==> src/rtl/spi_pkg.sv <==
// Shared definitions for the SPI transfer controller: register selects,
// SPICON/SPSTR bit positions, transfer FSM states and the SCLK rate helper.
package spi_pkg;

    localparam logic [1:0] SEL_SPDAT  = 2'd0;
    localparam logic [1:0] SEL_SPICON = 2'd1;
    localparam logic [1:0] SEL_SPSTR  = 2'd2;

    localparam int CON_SPIE = 7;
    localparam int CON_SPEN = 6;
    localparam int CON_CPOL = 3;
    localparam int CON_CPHA = 2;

    localparam int STR_SPIF = 7;
    localparam int STR_WCOL = 6;
    localparam int STR_BUSY = 4;

    // A byte transfer is always 16 SCLK edges (8 leading, 8 trailing).
    localparam int XFER_EDGES = 16;
    localparam int EDGE_W     = 5;

    typedef enum logic [1:0] {
        IDLE  = 2'd0,
        SHIFT = 2'd1,
        DONE  = 2'd2
    } xfer_state_e;

    function automatic int half_cycles(input int spr);
        return 1 << spr;
    endfunction

endpackage

==> src/rtl/spi_clk_gen.sv <==
// SCLK generator: toggles SCLK every H = 2^SPR system clocks for 16 edges after
// start, idling at CPOL otherwise, and flags the clock edge on which each SCLK edge lands.
module spi_clk_gen
    import spi_pkg::*;
#(
    parameter int SPR_W = 2
) (
    input  logic              clk_i,
    input  logic              rst_i,
    input  logic              start_i,
    input  logic [SPR_W-1:0]  spr_i,
    input  logic              cpol_i,
    output logic              sclk_o,
    output logic              lead_edge_o,
    output logic              trail_edge_o,
    output logic [EDGE_W-1:0] edge_cnt_o
);

    localparam int CNT_W = 1 << SPR_W;

    logic [CNT_W-1:0]  cnt_q;
    logic [CNT_W-1:0]  reload_q;
    logic [EDGE_W-1:0] edge_q;
    logic              run_q;
    logic              sclk_q;
    logic              cpol_q;
    logic              fire;
    logic [CNT_W-1:0]  start_reload;

    assign start_reload = CNT_W'(half_cycles(int'(spr_i)) - 1);

    // The pulses mark the cycle whose closing clock edge moves SCLK, so the
    // controller shifts/samples on exactly the same edge SCLK changes.
    assign fire         = run_q && (cnt_q == '0);
    assign lead_edge_o  = fire && !edge_q[0];
    assign trail_edge_o = fire &&  edge_q[0];
    assign edge_cnt_o   = edge_q;
    assign sclk_o       = sclk_q;

    always_ff @(posedge clk_i) begin
        if (rst_i) begin
            cnt_q    <= '0;
            reload_q <= '0;
            edge_q   <= '0;
            run_q    <= 1'b0;
            sclk_q   <= 1'b0;
            cpol_q   <= 1'b0;
        end else if (start_i) begin
            cnt_q    <= start_reload;
            reload_q <= start_reload;
            edge_q   <= '0;
            run_q    <= 1'b1;
            sclk_q   <= cpol_i;
            cpol_q   <= cpol_i;
        end else if (run_q) begin
            if (cnt_q == '0) begin
                cnt_q  <= reload_q;
                edge_q <= edge_q + 1'b1;
                if (edge_q == EDGE_W'(XFER_EDGES - 1)) begin
                    run_q  <= 1'b0;
                    sclk_q <= cpol_q;
                end else begin
                    sclk_q <= ~sclk_q;
                end
            end else begin
                cnt_q <= cnt_q - 1'b1;
            end
        end else begin
            sclk_q <= cpol_i;
        end
    end

endmodule

==> src/rtl/spi_xfer_ctrl.sv <==
// Master-mode SPI transfer controller: SPDAT/SPICON/SPSTR register file on the
// RSEL bus, byte shifter and transfer FSM driving the SCLK generator.
module spi_xfer_ctrl
    import spi_pkg::*;
#(
    parameter int SPR_W  = 2,
    parameter int DATA_W = 8
) (
    input  logic              CLK,
    input  logic              RST,
    input  logic [DATA_W-1:0] DI,
    output logic [DATA_W-1:0] DO,
    input  logic [1:0]        RSEL,
    input  logic              WR,
    input  logic              RD,
    input  logic              MISO,
    output logic              MOSI,
    output logic              SCLK,
    output logic              IRQ
);

    xfer_state_e       state_q;
    logic [DATA_W-1:0] tx_q;
    logic [DATA_W-1:0] rx_q;
    logic              mosi_q;
    logic              cpha_q;

    logic [DATA_W-1:0] spdat_q,  spdat_d;
    logic [DATA_W-1:0] spicon_q, spicon_d;
    logic [DATA_W-1:0] do_q,     do_d;
    logic              spif_q,   spif_d;
    logic              wcol_q,   wcol_d;

    logic              busy;
    logic              wr_spdat, wr_spicon, wr_spstr, rd_spdat;
    logic              start;
    logic              lead_edge, trail_edge;
    logic [EDGE_W-1:0] edge_cnt;
    logic              last_edge, shift_edge, sample_edge;
    logic [DATA_W-1:0] spstr_val;
    logic [DATA_W-1:0] rd_data;

    assign busy      = (state_q != IDLE);
    assign wr_spdat  = WR && (RSEL == SEL_SPDAT);
    assign wr_spicon = WR && (RSEL == SEL_SPICON);
    assign wr_spstr  = WR && (RSEL == SEL_SPSTR);
    assign rd_spdat  = RD && (RSEL == SEL_SPDAT);
    assign start     = wr_spdat && (state_q == IDLE) && spicon_q[CON_SPEN];

    spi_clk_gen #(
        .SPR_W (SPR_W)
    ) u_clk_gen (
        .clk_i        (CLK),
        .rst_i        (RST),
        .start_i      (start),
        .spr_i        (spicon_q[SPR_W-1:0]),
        .cpol_i       (spicon_q[CON_CPOL]),
        .sclk_o       (SCLK),
        .lead_edge_o  (lead_edge),
        .trail_edge_o (trail_edge),
        .edge_cnt_o   (edge_cnt)
    );

    // In CPHA=0 the first bit is already on MOSI before edge 1, so the final
    // trailing edge has nothing left to shift and MOSI keeps bit 0.
    assign last_edge   = (lead_edge || trail_edge) && (edge_cnt == EDGE_W'(XFER_EDGES - 1));
    assign shift_edge  = cpha_q ? lead_edge : (trail_edge && !last_edge);
    assign sample_edge = cpha_q ? trail_edge : lead_edge;

    always_ff @(posedge CLK) begin
        if (RST) begin
            state_q <= IDLE;
            tx_q    <= '0;
            rx_q    <= '0;
            mosi_q  <= 1'b0;
            cpha_q  <= 1'b0;
        end else begin
            case (state_q)
                IDLE: begin
                    if (start) begin
                        state_q <= SHIFT;
                        cpha_q  <= spicon_q[CON_CPHA];
                        rx_q    <= '0;
                        if (spicon_q[CON_CPHA]) begin
                            tx_q <= DI;
                        end else begin
                            tx_q   <= {DI[DATA_W-2:0], 1'b0};
                            mosi_q <= DI[DATA_W-1];
                        end
                    end
                end
                SHIFT: begin
                    if (shift_edge) begin
                        mosi_q <= tx_q[DATA_W-1];
                        tx_q   <= {tx_q[DATA_W-2:0], 1'b0};
                    end
                    if (sample_edge) begin
                        rx_q <= {rx_q[DATA_W-2:0], MISO};
                    end
                    if (last_edge) begin
                        state_q <= DONE;
                    end
                end
                DONE: begin
                    state_q <= IDLE;
                end
                default: begin
                    state_q <= IDLE;
                end
            endcase
        end
    end

    always_comb begin
        spstr_val           = '0;
        spstr_val[STR_SPIF] = spif_q;
        spstr_val[STR_WCOL] = wcol_q;
        spstr_val[STR_BUSY] = busy;
        case (RSEL)
            SEL_SPDAT:  rd_data = spdat_q;
            SEL_SPICON: rd_data = spicon_q;
            SEL_SPSTR:  rd_data = spstr_val;
            default:    rd_data = '0;
        endcase
    end

    // Completion and collision are ordered after CPU clears so that a status
    // event landing on the same edge as a clear is never lost.
    always_comb begin
        spicon_d = spicon_q;
        spdat_d  = spdat_q;
        spif_d   = spif_q;
        wcol_d   = wcol_q;
        do_d     = do_q;

        if (wr_spicon) begin
            spicon_d = DI;
        end
        if (wr_spdat && !busy) begin
            spdat_d = DI;
        end
        if (wr_spdat || rd_spdat) begin
            spif_d = 1'b0;
        end
        if (wr_spstr && DI[STR_WCOL]) begin
            wcol_d = 1'b0;
        end
        if (wr_spdat && busy) begin
            wcol_d = 1'b1;
        end
        if (state_q == DONE) begin
            spdat_d = rx_q;
            spif_d  = 1'b1;
        end
        if (RD) begin
            do_d = rd_data;
        end
    end

    always_ff @(posedge CLK) begin
        if (RST) begin
            spicon_q <= '0;
            spdat_q  <= '0;
            spif_q   <= 1'b0;
            wcol_q   <= 1'b0;
            do_q     <= '0;
        end else begin
            spicon_q <= spicon_d;
            spdat_q  <= spdat_d;
            spif_q   <= spif_d;
            wcol_q   <= wcol_d;
            do_q     <= do_d;
        end
    end

    assign DO   = do_q;
    assign MOSI = mosi_q;
    assign IRQ  = spif_q && spicon_q[CON_SPIE];

endmodule
==> config.mk <==
export PLATFORM = sky130hd
export DESIGN_NAME = spi_xfer_ctrl
export DESIGN_NICKNAME = d
export VERILOG_FILES = /design/src/rtl/spi_pkg.sv /design/src/rtl/spi_clk_gen.sv /design/src/rtl/spi_xfer_ctrl.sv
export SDC_FILE = /design/constraint.sdc
export NUM_CORES = 1
export LEC_CHECK = 0
export CAP_MARGIN = 40
export CORE_ASPECT_RATIO = 0.8
export CORE_MARGIN = 4
export CORE_UTILIZATION = 60
export DETAILED_ROUTE_END_ITERATION = 12
export DONT_BUFFER_PORTS = 1
export GPL_TIMING_DRIVEN = 0
export PLACE_DENSITY = 0.77
export RECOVER_POWER = 100
export SYNTH_ARGS = -nofsm -noshare
export SYNTH_HDL_FRONTEND = slang
export SYNTH_SLANG_ARGS = --single-unit
==> constraint.sdc <==
create_clock -name CLK -period 5.77 [get_ports CLK]
set_clock_uncertainty 0.15 [all_clocks]
set_input_delay 0.577 -clock CLK [delete_from_list [all_inputs] [get_ports CLK]]
set_output_delay 0.577 -clock CLK [all_outputs]
set_load 0.1 [all_outputs]
; ---- Word-level counts from Yosys, hierarchy flattened
; Index checks and enable logic that the tools add are counted.
[op_classes]
n_addsub = 3
eq_ne = 11
n_shift = 1
mux = 34
bitwise = 1
n_reduce_logical = 36
[ops]
columns = op, n
row1 = $mux W8, 7
row2 = $pmux W8 S2, 2
row3 = $pmux W8 S3, 1
row4 = $mux W1, 17
row5 = $logic_and A1 B1 Y1, 15
row6 = $mux W4, 3
row7 = $reduce_bool A2 Y1, 6
row8 = $ne A2 B2 Y1 const B, 5
row9 = $reduce_and A2 Y1, 3
row10 = $reduce_and A3 Y1, 2
row11 = $add A5 B1 Y5 const B, 1
row12 = $eq A5 B4 Y1 const B, 1
row13 = $eq A2 B1 Y1 const B, 2
row14 = $eq A2 B2 Y1 const B, 2
row15 = $logic_not A2 Y1, 2
row16 = $logic_not A4 Y1, 1
row17 = $mux W2, 2
row18 = $pmux W2 S2, 1
row19 = $reduce_and A4 Y1, 1
row20 = $shl A1 B2 Y4 const A, 1
row21 = $sub A4 B1 Y4 const B, 1
row22 = $sub A4 B2 Y4 const B, 1
row23 = $logic_not A1 Y1, 3
row24 = $ne A3 B3 Y1 const B, 1
row25 = 4 further kinds, 5
[totals]
regBits = 62
input_bits = 15
out_inout_bits = 11
word_cells = 102

; ---- Depth between registers and ports, before layout
[depth]
word_depth = 10
depth_mapped = 8
mapped_depth_nobuf = 7

; ---- Hierarchy
; Synthesis repeated with hierarchy kept, for this count alone.
[unflattened]
hier_cells = 331
hier_area_um2 = 2985.4
[by_module_without_submodules]
columns = mod, instances, cells_each, area_per_inst_um2, seq_area_each_um2
row1 = spi_xfer_ctrl, 1, 246, 2242.2, 920.9
row2 = spi_clk_gen, 1, 85, 743.2, 300.3

; ---- Worst setup path before layout
; OpenSTA, ideal clock, no wires.
[synth_path]
kind = input port to flip-flop
startpoint = input port RSEL[1]
endpoint = register tx_q[0]
setup_ns = 0.132
arrival_time_ns = 1.749
required_ns = 5.488
setup_slack_ns = 3.739
stages = 7
path_buffers = 3
path_cell_list = buf_6 -> or3b_4 -> or2_1 -> buf_6 -> buf_4 -> nand3_1 -> a21oi_1
[synth_between]
elab_chain_len = 6
[synth_lines]
columns = item, line
row1 = "start, declared", spi_xfer_ctrl.sv:13  ; input logic [1:0] RSEL,
row2 = $logic_not A2 Y1, spi_xfer_ctrl.sv:44  ; assign wr_spdat = WR && (RSEL == SEL_SPDAT);
row3 = $logic_and A1 B1 Y1, spi_xfer_ctrl.sv:44
row4 = $logic_and A1 B1 Y1 (2 in a row), spi_xfer_ctrl.sv:48  ; assign start = wr_spdat && (state_q == IDLE) && spicon_q[CON_SPEN];
row5 = $ne A2 B2 Y1 (no line), -
row6 = $reduce_and A3 Y1 (no line), -
row7 = "end signal, assigned", spi_xfer_ctrl.sv:87  ; tx_q <= {DI[DATA_W-2:0], 1'b0};
row8 = "end signal, assigned", spi_xfer_ctrl.sv:95  ; tx_q <= {tx_q[DATA_W-2:0], 1'b0};
row9 = "end, declared", spi_xfer_ctrl.sv:23  ; logic [DATA_W-1:0] tx_q;
; No other way between the ends.
; A chain may end at the register's enable or synchronous reset.

; ---- Worst setup path after layout
[layout_path]
startpoint = register u_clk_gen.edge_q[0] (netlist: u_clk_gen.edge_cnt_o[0])
endpoint = register tx_q[4]
[layout_between]
elab_chain_len = 9
word_cells_on_any_way = 11
classes_between = eq/ne: 2 / mux: 1 / reduce/logical: 8
[layout_lines]
columns = item, line
row1 = "start, declared", spi_clk_gen.sv:23  ; logic [EDGE_W-1:0] edge_q;
row2 = "start signal, assigned", spi_clk_gen.sv:58  ; edge_q <= edge_q + 1'b1;
row3 = branches (longest 6 deep; another with $eq A5 B4 Y1), -
row4 = $mux W1 *, spi_xfer_ctrl.sv:67  ; assign shift_edge = cpha_q ? lead_edge : (trail_edge && !last_edge);
row5 = $ne A2 B2 Y1 (no line) *, -
row6 = $reduce_and A3 Y1 (no line) *, -
; Mark *: on every way between the ends.

==> metrics list <==
* Max-slew violation total from the final report: 0
- In this run the post-CTS setup repair buffer count came out at 0.
- Fill cell count: 371
- The number of global-route vias before repair was roughly 2500.
* Worst-skew pair later-pin latency: around 0.35 ns
- Maximum VDD drop: about 0.21 mV
- The tool flagged a number of max-cap violations equal to 0.
- In the global route stage, overall resource usage came out at between 20% and 30%.
* Mux cell area share after synthesis: 11.9%
* Flip-flop and latch count after synthesis: 61
- Vias per std cell: between 6 and 7
- The floorplan step defined a core boundary enclosing approximately 4700 um2.
* Most common cell type on the critical path: sky130_fd_sc_hd__ha_1
* Syn_area_per_cell: about 8.9 um2
* Area growth from synthesis to final layout: 10.2%
* Slowest-stage cell, CP: sky130_fd_sc_hd__dfxtp_1
* Input/output buffers: 0
- Share of post-route cells with drive strength above 1: a little under 9%
- Post-route non-filler standard cell count: 417
- The number of antenna violations at the first check in global routing was 0.
- Once layout is done, the placed cells without fillers occupy between 3000 and 4000 um2.
- Summing the areas of all compound-gate instances in the mapped netlist gives between 15 and 20% of the synthesized area.
- The worst pin sits at a relative slew slack of about a fifth.
* CTS root buffer: sky130_fd_sc_hd__clkbuf_8
- The number of hold violations in the final report is 0.
- Setup repair after global routing missed its margin: no
- From left edge to right edge, the die measures roughly 86 um.
* Kind of end point of the critical path: flip-flop
* Multi-input logic area: 1530 um2
- Largest family of logic cells by synthesized area: simple AND/OR/NAND/NOR gates
- The placed instances occupy a cell area of between 3000 and 4000 um2.
- Die height: 70.5 um
* Slew @ Worst Pin: around 1.2 ns
* Maximum clock rate: 405 MHz
* Total detailed-routing wirelength: ~7300 um
- The min-delay analysis places its worst path in the category in -> reg.
- Yosys warns: 0
- No sink is reached through more buffers than the 2 on the longest clock path.
- Hold buffer count at CTS: 0
- The die covers 6060 um2.
- Post-synthesis instance total: 330
- After synthesis, flip-flops and latches occupy 41.7% of the total area.
* Antenna violation net count after detailed routing: 0
* Total number of vias: about 2600
- Post-DR wirelength/cell: between 15 and 20 um
- DR iter-0 viols: around 200
* Cell variety after synth: 50
- Post-synthesis share of cell area spent on full adders, half adders and majority gates: under 10%
- The number of placed instances, taps included, is 401.
- Biggest fanout along the worst timing path: 9
- Crit path arrival time: approximately 2.6 ns
* Area of all sequential standard cells: 1220 um2
- After synthesis, the share of flip-flops with an asynchronous set or reset is 0%.
- The run finished with clean final reports.
- Flip-flop cell with the highest count after synthesis: sky130_fd_sc_hd__dfxtp_1
- TritonCTS built the clock tree.
* DP HPWL: around 5100 um
* Power Density: 283 nW/um2
* Critical path's largest stage delay: between 0.3 and 0.4 ns
* Cell class contributing the biggest share of worst-path delay: compound AO/OA/AOI/OAI gates
* Type of origin of the critical path: flip-flop
* First drt pass iteration count: 5
- DRC errors left: 0
- Maximum number of pins on one net before global-route repair: 12
- Worst path buffer plus inverter count: 1
- Yosys mapped a number of flops with a built-in enable equal to 0.
- Total overflow reported by the global router: 0
* Clock-pin slew on the worst setup and hold paths: about 0.07 ns
- Of the total synthesized cell area, the portion taken by AND, OR, NAND and NOR gates is a little over a fifth.
* CP required: 5.89 ns
- Of the total synthesized cell area, the portion taken by XOR and XNOR cells is 1.20%.
- Leakage dissipation: approximately 1.2 nW
* Crit path kind: reg -> reg
* Period Utilization, post-route: a little over two fifths
- The worst path needs approximately 2.5 ns of the cycle, external delays included.
- Count of standard-cell rows: 22
- H-tree depth reported by CTS: 3
- Traced cell by cell, the critical path runs through ha_1 > and3_1 > ha_1 > nor3b_1 > o211a_1 > clkbuf_1 > o221ai_1 > a21oi_1.
- The number of antenna diodes in the final layout is 0.
- Nets@finish: approximately 370
* Post-Synthesis Cell Area: between 2000 and 3000 um2
- Setup violation total in the final timing report: 0
- Synthesized netlist net count: ~350
* Io pins: 26
* Routability Congestion: 0.779
- Post-CTS sizing: 0
- Wire length of the first global-routing pass: about 12000 um
- Total negative slack: 0 ns
- Initial Util: between 60% and 70%
* Clock Sinks: 61
- Num CTS Buffers: 9
[cell usage after synthesis (all sizes together) (2+ instances only)]
cell / n / share of area [%]
o21a: 3 / 0.77
xor2: 3 / 0.90
mux2i: 28 / 9.6
nor3b: 2 / 0.51
inv: 7 / 0.90
buf: 14 / 3.2
nor2: 36 / 4.7
nand2b: 3 / 0.64
a311oi: 3 / 1.1
o221ai: 7 / 2.1
a31oi: 3 / 0.64
a211oi: 12 / 3.1
nor2b: 10 / 2.1
dfxtp: 61 / 42
ha: 4 / 1.7
a2111oi: 2 / 0.60
nand2: 20 / 2.6
clkbuf: 12 / 1.5
nand4: 10 / 2.1
or3b: 3 / 0.98
o211ai: 3 / 0.77
nor3: 10 / 1.9
mux2: 6 / 2.3
a21oi: 36 / 6.5
nand3: 17 / 2.9
or2: 2 / 0.43
[power by group]
group          switching (mW)  internal (mW)  total (mW)  leakage, nW
registers             0.00536          0.428       0.434        0.494
logic                  0.0440         0.0204      0.0644        0.568
clock network           0.173          0.240       0.414        0.105
[kinds of logic after synthesis]
logic type               count (synthesis)
adder cells (fa/ha/maj)                  4
buffers and inverters                   33
multiplexers                            34
XOR/XNOR                                 4
AO/OA/AOI/OAI                           73
flip-flops                              61
AND/OR/NAND/NOR                        121
[worst reg2reg max path: stages (launching register included)]
cell and delay, ns:
sky130_fd_sc_hd__dfxtp_1 0.39, sky130_fd_sc_hd__ha_1 0.24, sky130_fd_sc_hd__and3_1 0.19, sky130_fd_sc_hd__ha_1 0.21
sky130_fd_sc_hd__nor3b_1 0.27, sky130_fd_sc_hd__o211a_1 0.19, sky130_fd_sc_hd__clkbuf_1 0.36, sky130_fd_sc_hd__o221ai_1 0.20
sky130_fd_sc_hd__a21oi_1 0.19
[stage by stage]
step	setup slack (ns)	utilization, %	total power [mW]	hold slack (ns)
final	3.30	69.3	0.912	0.221
after detailed placement	3.57	68.0	0.511	0.302
after global routing	3.12	69.3	0.944	0.235
after floorplan	3.74	-	0.494	0.284
after CTS	3.51	72.6	0.922	0.216
after global placement	3.58	64.5	0.504	0.298
[cell type report]
type                       instances  area share, %
timing repair buffer              11           1.28
buffer                            26           3.53
inverter                           7          0.815
multi-input combinational        236           47.5
clock inverter                     7           2.80
sequential                        61           37.9
tap                               60           2.33
clock buffer                       9           3.84
[state kept, by name, summed over array words and instances (netlist names), 2 cells and up]
name	count
DO	8
tx_q	8
u_clk_gen.cnt_q	4
u_clk_gen.reload_q	3
u_clk_gen.edge_cnt_o	5
rx_q	8
spdat_q	8
spicon_q	8
state_q	2
[placed cells by master (no fill, tap or decap), types with 10 or more instances in the layout]
master	netlist	final
sky130_fd_sc_hd__a21oi_1	35	35
sky130_fd_sc_hd__nor3_1	9	10
sky130_fd_sc_hd__a211oi_1	12	12
sky130_fd_sc_hd__mux2i_1	28	28
sky130_fd_sc_hd__nand3_1	17	17
sky130_fd_sc_hd__nand2_1	20	20
sky130_fd_sc_hd__nor2_1	35	36
sky130_fd_sc_hd__nor2b_1	10	10
sky130_fd_sc_hd__nand4_1	10	10
sky130_fd_sc_hd__clkbuf_1	12	33
sky130_fd_sc_hd__dfxtp_1	61	61
[per-layer routing]
metal,GRT usage (%),share of wire [%],up-vias
met1,34.7,45,1263
met3,9.20,7.8,15
met5,0,0,-
li1,-,-,1231
met4,6.15,1.3,0
met2,38.6,46,103
[path summary, 6_finish.rpt]
path                            cells after the start  slack (ns)               endpoint               startpoint
worst max-delay path                                8        3.30                tx_q[4]  u_clk_gen.edge_cnt_o[0]
worst min-delay path                                2        0.22            spicon_q[1]                    DI[1]
worst max register to register                      8        3.30                tx_q[4]  u_clk_gen.edge_cnt_o[0]
worst min register to register                      2        0.31  u_clk_gen.reload_q[2]    u_clk_gen.reload_q[2]
(Power assumes the default switching activity.)
==> RTL change, RTL diff (same settings) <==
Set the package constant `EDGE_W` to 6 (it was 5).
--- a/src/rtl/spi_pkg.sv
+++ b/src/rtl/spi_pkg.sv
@@ -17,7 +17,7 @@
 
     // A byte transfer is always 16 SCLK edges (8 leading, 8 trailing).
     localparam int XFER_EDGES = 16;
-    localparam int EDGE_W     = 5;
+    localparam int EDGE_W     = 6;
 
     typedef enum logic [1:0] {
         IDLE  = 2'd0,
Formal check against the unedited RTL: no difference found for any inputs over 10 cycles, from zero or initial values and one cycle with RST high; that may be too few to reach the edited logic, so the function may still have changed.
==> RTL change against the unedited design <==
  * Synthesized cell count is 3.9% higher
  * Sequential power is 1% higher
  * Clock power is 21% lower
  * Area after synthesis is 3.5% higher
  * Wire length is 2.0% higher
  * Count of clock-buffer cells in the layout is 3 higher
  * Sequential cell count is 1 higher
  * Register-to-register slack better by 0.06 ns
  * Final area is 1.4% higher
  * Hold slack better by 0.016 ns
  * Setup slack worse by 0.0082 ns
  * Power is 8.5% lower
==> RTL change: results (changes against the unedited design) <==
share of power burned in registers - 52.8% (+5.2 points)
multi-input combinational cell count - 248 (+5.1%)
share of the final layout cell area in sequential cells - 38.0% (+0.090 points)
cell type of the slowest stage on the worst timing path - nor3b_1
weighted congestion at the end of routability-driven global placement - 0.827 (+6.2%)
hold_sp - DI[5]
non-clock inverter count - 5 (-2)
Hold Worst Slack - 0.236 ns (+0.0155 ns)
combined global-route utilization of all metal layers - 25.9% (+0.37 points)
minimum setup slack after placement - 3.67 ns (+0.0997 ns)
max incr delay on CP - 0.53 ns (+0.14 ns)
sequential logic power - 0.440 mW (+1%)
endpoint of the worst register-to-register path - rx_q[0]
share of the final layout cell area in multi-input gates - 48.9% (+1.4 points)
critical path arrival - 2.56 ns (-0.03 ns)
non-clock buffer count in the final layout - 39 (+5.4%)
commonest cells in the netlist - dfxtp_1 (62), nor2_1 (41), a21oi_1 (35), mux2i_1 (21), a211oi_1 (19)
first-pass GRT wire length - 12600 um (+4.8%)
global-route track usage on met1 - 35.8% (+1.1 points)
sequential element share of the synthesized area - 41.0% (-0.75 points)
Final Non-Filler Cells - 430 (+3.1%)
Post-Synthesis Mean Instance Area - 8.83 sq um (-0.42%)
number of nets in the final layout - 383 (+3.2%)
startpoint of the lowest-slack register-to-register path - state_q[0]
met3 Track Usage GR - 9.08% (-0.12 points)
total of clock buffers placed in the layout - 12 (+3)
run status - completed
==> RTL change: cell count changes in the layout (fill, tap and decap cells not counted), sizes merged, moves of 3 or more <==
| cell | unedited run | this run |
|---|---|---|
| nor2 | 36 | 41 |
| a211oi | 12 | 19 |
| nand2 | 20 | 15 |
| o221ai | 7 | 0 |
| clkbuf | 42 | 46 |
| nand4 | 10 | 4 |
| mux2i | 28 | 21 |
| o21ai | 1 | 7 |
| o211ai | 3 | 10 |
| and4bb | 0 | 3 |
| nor2b | 10 | 18 |
| a211o | 0 | 7 |
==> RTL change: cells by family (layout without fill, tap and decap cells) <==
kind of cell / count (synthesis) / after routing / share of synthesized area (%)
xor+xnor: 6 / 6 / 1.74
fa+ha+maj: 3 / 3 / 1.24
compound gates: 89 / 89 / 20.1
buf+inv: 33 / 60 / 5.58
flops: 62 / 62 / 41.0
mux: 26 / 26 / 8.80
simple gates: 124 / 124 / 21.6
